`src/rtl/arb_pkg.sv`:
```
// Shared types and constants for the two-port RAM arbiter: FSM state
// encoding, port identifiers and default bus widths.
package arb_pkg;

  localparam int DEF_ADDR_W = 32;
  localparam int DEF_DATA_W = 8;

  typedef enum logic [1:0] {
    IDLE,
    ACCESS,
    WAIT,
    DONE
  } arb_state_t;

  typedef logic port_id_t;

  localparam port_id_t PORT_CPU = 1'b0;
  localparam port_id_t PORT_IO  = 1'b1;

endpackage

```
`src/rtl/arb_rr_pick.sv`:
```
// Combinational winner selection between the cpu and io requesters.
// Round-robin on ties by default; ARB_FIXED_PRIO_EN makes cpu win every tie.
module arb_rr_pick
  import arb_pkg::*;
(
  input  logic     cpu_req,
  input  logic     io_req,
  input  port_id_t last_grant,
  output port_id_t grant,
  output logic     valid
);

  // NOTE: every output is given a value before any branch so no latch is inferred.
  always_comb begin
    valid = cpu_req | io_req;
    grant = PORT_CPU;
    if (io_req && !cpu_req) begin
      grant = PORT_IO;
    end else if (cpu_req && io_req) begin
`ifdef ARB_FIXED_PRIO_EN
      grant = PORT_CPU;
`else
      grant = (last_grant == PORT_CPU) ? PORT_IO : PORT_CPU;
`endif
    end
  end

endmodule

```
`src/rtl/ram_port_arbiter.sv`:
```
// Shares one single-port RAM between a processor core and an image loader.
// Tie-break policy selectable with ARB_FIXED_PRIO_EN (see arb_rr_pick).
module ram_port_arbiter
  import arb_pkg::*;
#(
  parameter int ADDR_W = DEF_ADDR_W,
  parameter int DATA_W = DEF_DATA_W,
  parameter int RD_LAT = 1
) (
  input  logic              clk,
  input  logic              reset,

  input  logic              cpu_req,
  input  logic              cpu_we,
  input  logic [ADDR_W-1:0] cpu_addr,
  input  logic [DATA_W-1:0] cpu_wdata,
  output logic              cpu_ack,
  output logic [DATA_W-1:0] cpu_rdata,

  input  logic              io_req,
  input  logic              io_we,
  input  logic [ADDR_W-1:0] io_addr,
  input  logic [DATA_W-1:0] io_wdata,
  output logic              io_ack,
  output logic [DATA_W-1:0] io_rdata,

  output logic              mem_RE_RAM,
  output logic              mem_WE_RAM,
  output logic [ADDR_W-1:0] Data_Dir_RAM,
  output logic [DATA_W-1:0] Data_RAM,
  input  logic [DATA_W-1:0] Data_in_RAM
);

  localparam logic [1:0] LAT_LAST = 2'(RD_LAT - 1);

  arb_state_t state;
  arb_state_t next_state;

  port_id_t          pick;
  logic              pick_valid;
  port_id_t          grant;
  port_id_t          last_grant;
  logic              lat_we;
  logic [1:0]        lat_cnt;

  logic              sel_we;
  logic [ADDR_W-1:0] sel_addr;
  logic [DATA_W-1:0] sel_wdata;

  arb_rr_pick u_pick (
    .cpu_req    (cpu_req),
    .io_req     (io_req),
    .last_grant (last_grant),
    .grant      (pick),
    .valid      (pick_valid)
  );

  assign sel_we    = (pick == PORT_CPU) ? cpu_we    : io_we;
  assign sel_addr  = (pick == PORT_CPU) ? cpu_addr  : io_addr;
  assign sel_wdata = (pick == PORT_CPU) ? cpu_wdata : io_wdata;

  // NOTE: registers update with <= so every flop samples pre-edge values.
  always_ff @(posedge clk) begin
    if (reset) begin
      state <= IDLE;
    end else begin
      state <= next_state;
    end
  end

  always_comb begin
    next_state = state;
    case (state)
      IDLE:    if (pick_valid) next_state = ACCESS;
      ACCESS:  next_state = lat_we ? DONE : WAIT;
      WAIT:    if (lat_cnt == LAT_LAST) next_state = DONE;
      DONE:    next_state = IDLE;
      default: next_state = IDLE;
    endcase
  end

  // Strobes and acks default low each cycle, so each is a one-cycle pulse
  // raised only on the edge that enters ACCESS or DONE.
  always_ff @(posedge clk) begin
    if (reset) begin
      mem_RE_RAM   <= 1'b0;
      mem_WE_RAM   <= 1'b0;
      Data_Dir_RAM <= '0;
      Data_RAM     <= '0;
      cpu_ack      <= 1'b0;
      io_ack       <= 1'b0;
      cpu_rdata    <= '0;
      io_rdata     <= '0;
      grant        <= PORT_CPU;
      last_grant   <= PORT_IO;
      lat_we       <= 1'b0;
      lat_cnt      <= '0;
    end else begin
      mem_RE_RAM <= 1'b0;
      mem_WE_RAM <= 1'b0;
      cpu_ack    <= 1'b0;
      io_ack     <= 1'b0;
      case (state)
        IDLE: begin
          if (pick_valid) begin
            grant        <= pick;
            lat_we       <= sel_we;
            Data_Dir_RAM <= sel_addr;
            Data_RAM     <= sel_wdata;
            mem_WE_RAM   <= sel_we;
            mem_RE_RAM   <= !sel_we;
          end
        end
        ACCESS: begin
          lat_cnt <= '0;
          if (lat_we) begin
            cpu_ack <= (grant == PORT_CPU);
            io_ack  <= (grant == PORT_IO);
          end
        end
        WAIT: begin
          if (lat_cnt == LAT_LAST) begin
            if (grant == PORT_CPU) cpu_rdata <= Data_in_RAM;
            else                   io_rdata  <= Data_in_RAM;
            cpu_ack <= (grant == PORT_CPU);
            io_ack  <= (grant == PORT_IO);
          end else begin
            lat_cnt <= lat_cnt + 2'd1;
          end
        end
        DONE: begin
          last_grant <= grant;
        end
        default: ;
      endcase
    end
  end

endmodule

```
`config.mk`:
```
export PLATFORM = sky130hd
export DESIGN_NAME = ram_port_arbiter
export DESIGN_NICKNAME = d
export VERILOG_FILES = /design/src/rtl/arb_pkg.sv /design/src/rtl/arb_rr_pick.sv /design/src/rtl/ram_port_arbiter.sv
export SDC_FILE = /design/constraint.sdc
export NUM_CORES = 1
export LEC_CHECK = 0
export CORE_MARGIN = 2
export CORE_UTILIZATION = 42
export DETAILED_ROUTE_END_ITERATION = 6
export GPL_ROUTABILITY_DRIVEN = 0
export PLACE_DENSITY = 0.91
export SLEW_MARGIN = 20
export SYNTH_ARGS = -nofsm -noshare
export SYNTH_HDL_FRONTEND = slang
export SYNTH_SLANG_ARGS = --single-unit
```
`constraint.sdc`:
```
create_clock -name clk -period 3.1 [get_ports clk]
set_clock_uncertainty 0.05 [all_clocks]
set_input_delay 0.465 -clock clk [delete_from_list [all_inputs] [get_ports clk]]
set_output_delay 0.465 -clock clk [all_outputs]
set_load 0.01 [all_outputs]
```
==> results.tsv <==
metric	value	unit
outcome	complete, no violations	
Levels on crit path	6	
Reg2Reg Depth	6	
first drt pass iteration count	4	
Hold Crit Start	lat_cnt[0]	
Final #Nets	580	
Crit. End Element	flip-flop	
most common cell after layout, fill and taps aside	clkdlybuf4s50_1	
CTS Sinks	67	
TritonCTS clock tree	yes	
HPWL after detailed placement	6.048	mm
initial core utilization	0.4266	
GRT Total Usage	0.2187	
DR DRC count	0	
remaining antenna violation count after routing	0	
Via density	5.218	
# IOs	154	
min cycle time layout	1993	ps
r2r startpoint	state[0]	
Die ar.	7462	um2
max_slew headroom	0.4410	
final cell count without fillers	564	
routed len/inst	14.69	um
CTS H-tree lvls	3	
most frequent cells in the layout	clkdlybuf4s50_1, dfxtp_1, nor2_1	
unrepaired setup endpoints after global routing	no	
DIE WIDTH	86.38	um
critical path's largest stage delay	450	ps
post-CTS setup buffers	0	
Final Hold Viols	0	
Yosys reg bits	67	
Cell Pwr Density	764.2	nW/um2
clock latency on the worst-skew pair	320	ps
clock transition at the registers of the reported paths	70	ps
Slowest-stage cell, CP	o21a_1	
static leakage	1.902	nW
pin count of the biggest net entering global routing	46	
Slew Viols, Final	0	
Synth warnings	0	
synthesized area per cell	8.534	um2
core area	6681	um2
top cells by area, synth	dfxtp_1, a211oi_1, nor2_1, a21oi_1, mux2i_1	
routed wire length	8.287	mm
setup_tns	0	ps
fin util	0.6912	
Final Setup Violations	0	
CP top delay family	compound AO/OA/AOI/OAI gates	
# resized after CTS	0	
r2r setup slk	1110	ps
RR Endpoint	Data_Dir_RAM[20]	
post-synthesis sequential area ratio	0.4706	
Worst Path Buf+Inv	2	
via count	2943	
clock tree buffer depth	2	
number of fill cells	538	
top_reg_cell synth	dfxtp_1	
Inserted Diodes	0	
grt ovf	0	
Placed Instances	548	
initial antenna violation count	0	
CP Max Fanout	32	
Synth-to-Final Area Change	62.03	%
hold buffer count at cts	0	
crit path kind	reg2reg	
Max Fclk	501.7	MHz
# rows	30	
hold crit path type	reg2reg	
Synth Cell Area	2850	um2
Synth area leader	dfxtp_1	
Die Y	86.38	um
VDD IR max	0.4372	mV
vias in the first global route	2882	
syn_nets	435	
final worst path period share	0.6430	
number of I/O port buffers	153	
Critical Path End	Data_Dir_RAM[20]	
Post-Layout Inst Area	4618	um2
CP Data Required Time	3280	ps
first-pass GRT wire length	12.91	mm
Clk Tree Root Cell	clkbuf_8	
Arrival @ worst endpoint	2170	ps
number of flops mapped to enable cells by yosys	0	
total CTS buffers	9	
footprint of the multi-input gates	1374	um2
slew at the pin closest to its max-slew limit	838.4	ps
CP cell instances	inv_1, ha_1, o21a_1, buf_12, nor2_1, a211oi_1	
worst hold margin	426.5	ps
synth unique cells	29	
proportion of layout cells with a drive suffix above 1	0.05372	
drt initial violations	130	
synthesized netlist cell count	334	
crit path launch	state[0]	
max cap viols	0	
ys async rst share	0	
area share of the largest cell type after synthesis	0.4706	
Placed Instance Area	4438	um2
register area	1341	um2
Critical Path Source Type	flip-flop	
-- tightest hold or removal path: cells and delay by family (launching register included) --
| kind | cells | cell delay, ps |
|---|---|---|
| compound gates | 2 | 120 |
| flops | 1 | 310 |
-- layer usage --
| metal | up-vias | global-route usage | part of all wire | routed length [um] |
|---|---|---|---|---|
| met2 | 136 | 0.3790 | 0.49 | 4032 |
| met5 | - | 0 | 0 | 0 |
| li1 | 1445 | - | - | - |
| met3 | 16 | 0.06762 | 0.089 | 738 |
| met1 | 1346 | 0.2482 | 0.40 | 3353 |
| met4 | 0 | 0.09233 | 0.020 | 163 |
-- registers in the layout, indices dropped and copies added (netlist names) --
register / cells
Data_Dir_RAM: 32
Data_RAM: 8
cpu_ack: 1
cpu_rdata: 8
grant: 1
io_ack: 1
io_rdata: 8
last_grant: 1
lat_cnt: 2
lat_we: 1
mem_RE_RAM: 1
mem_WE_RAM: 1
state: 2
-- synthesized netlist by cell type (all sizes together), types with 2 or more instances --
cell,count
ha,7
buf,19
a211o,2
mux2i,18
a21oi,44
o21ai,3
nor3b,2
clkbuf,7
a211oi,42
nor3,2
inv,5
nand2b,2
nand2,41
nor2,61
nor2b,2
dfxtp,67
-- per-stage QoR --
step,setup slack [ps],total power [W]
5_1_grt,965.3,0.003766
4_1_cts,1103,0.003564
6_report,1107,0.003529
3_3_place_gp,859.2,0.002847
3_5_place_dp,787.2,0.002902
2_1_floorplan,1631,0.002102
-- final cells by class --
class | count | area share
clock buffer | 12 | 0.03360
clock inverter | 4 | 0.005419
inverter | 5 | 0.004064
multi-input combinational | 236 | 0.2975
sequential | 67 | 0.2904
tap | 80 | 0.02167
timing repair buffer | 160 | 0.3473
-- power breakdown --
| group | switching [W] | total (W) | internal [W] |
|---|---|---|---|
| Clock | 0.000314 | 0.000645 | 0.000331 |
| Combinational | 0.000762 | 0.00160 | 0.000843 |
| Sequential | 0.000151 | 0.00128 | 0.00113 |
-- kinds of logic after synthesis --
family	after synthesis	share of synthesized area
adders and majority gates	7	0.03073
muxes	18	0.06321
and+or+nand+nor	114	0.1633
buffers and inverters	31	0.05268
DFF	67	0.4706
AOI/OAI and AO/OA	97	0.2195
-- how the worst min path moves through the flow --
stage,to,slack (ps),cells past startpoint
2_1_floorplan,lat_cnt[1],400,2
6_report,lat_cnt[0],430,2
3_3_place_gp,lat_cnt[1],410,2
4_1_cts,lat_cnt[0],430,2
5_1_grt,lat_cnt[0],460,2
3_5_place_dp,lat_cnt[0],420,2
Note: power is estimated with default switching activity, not from simulation.
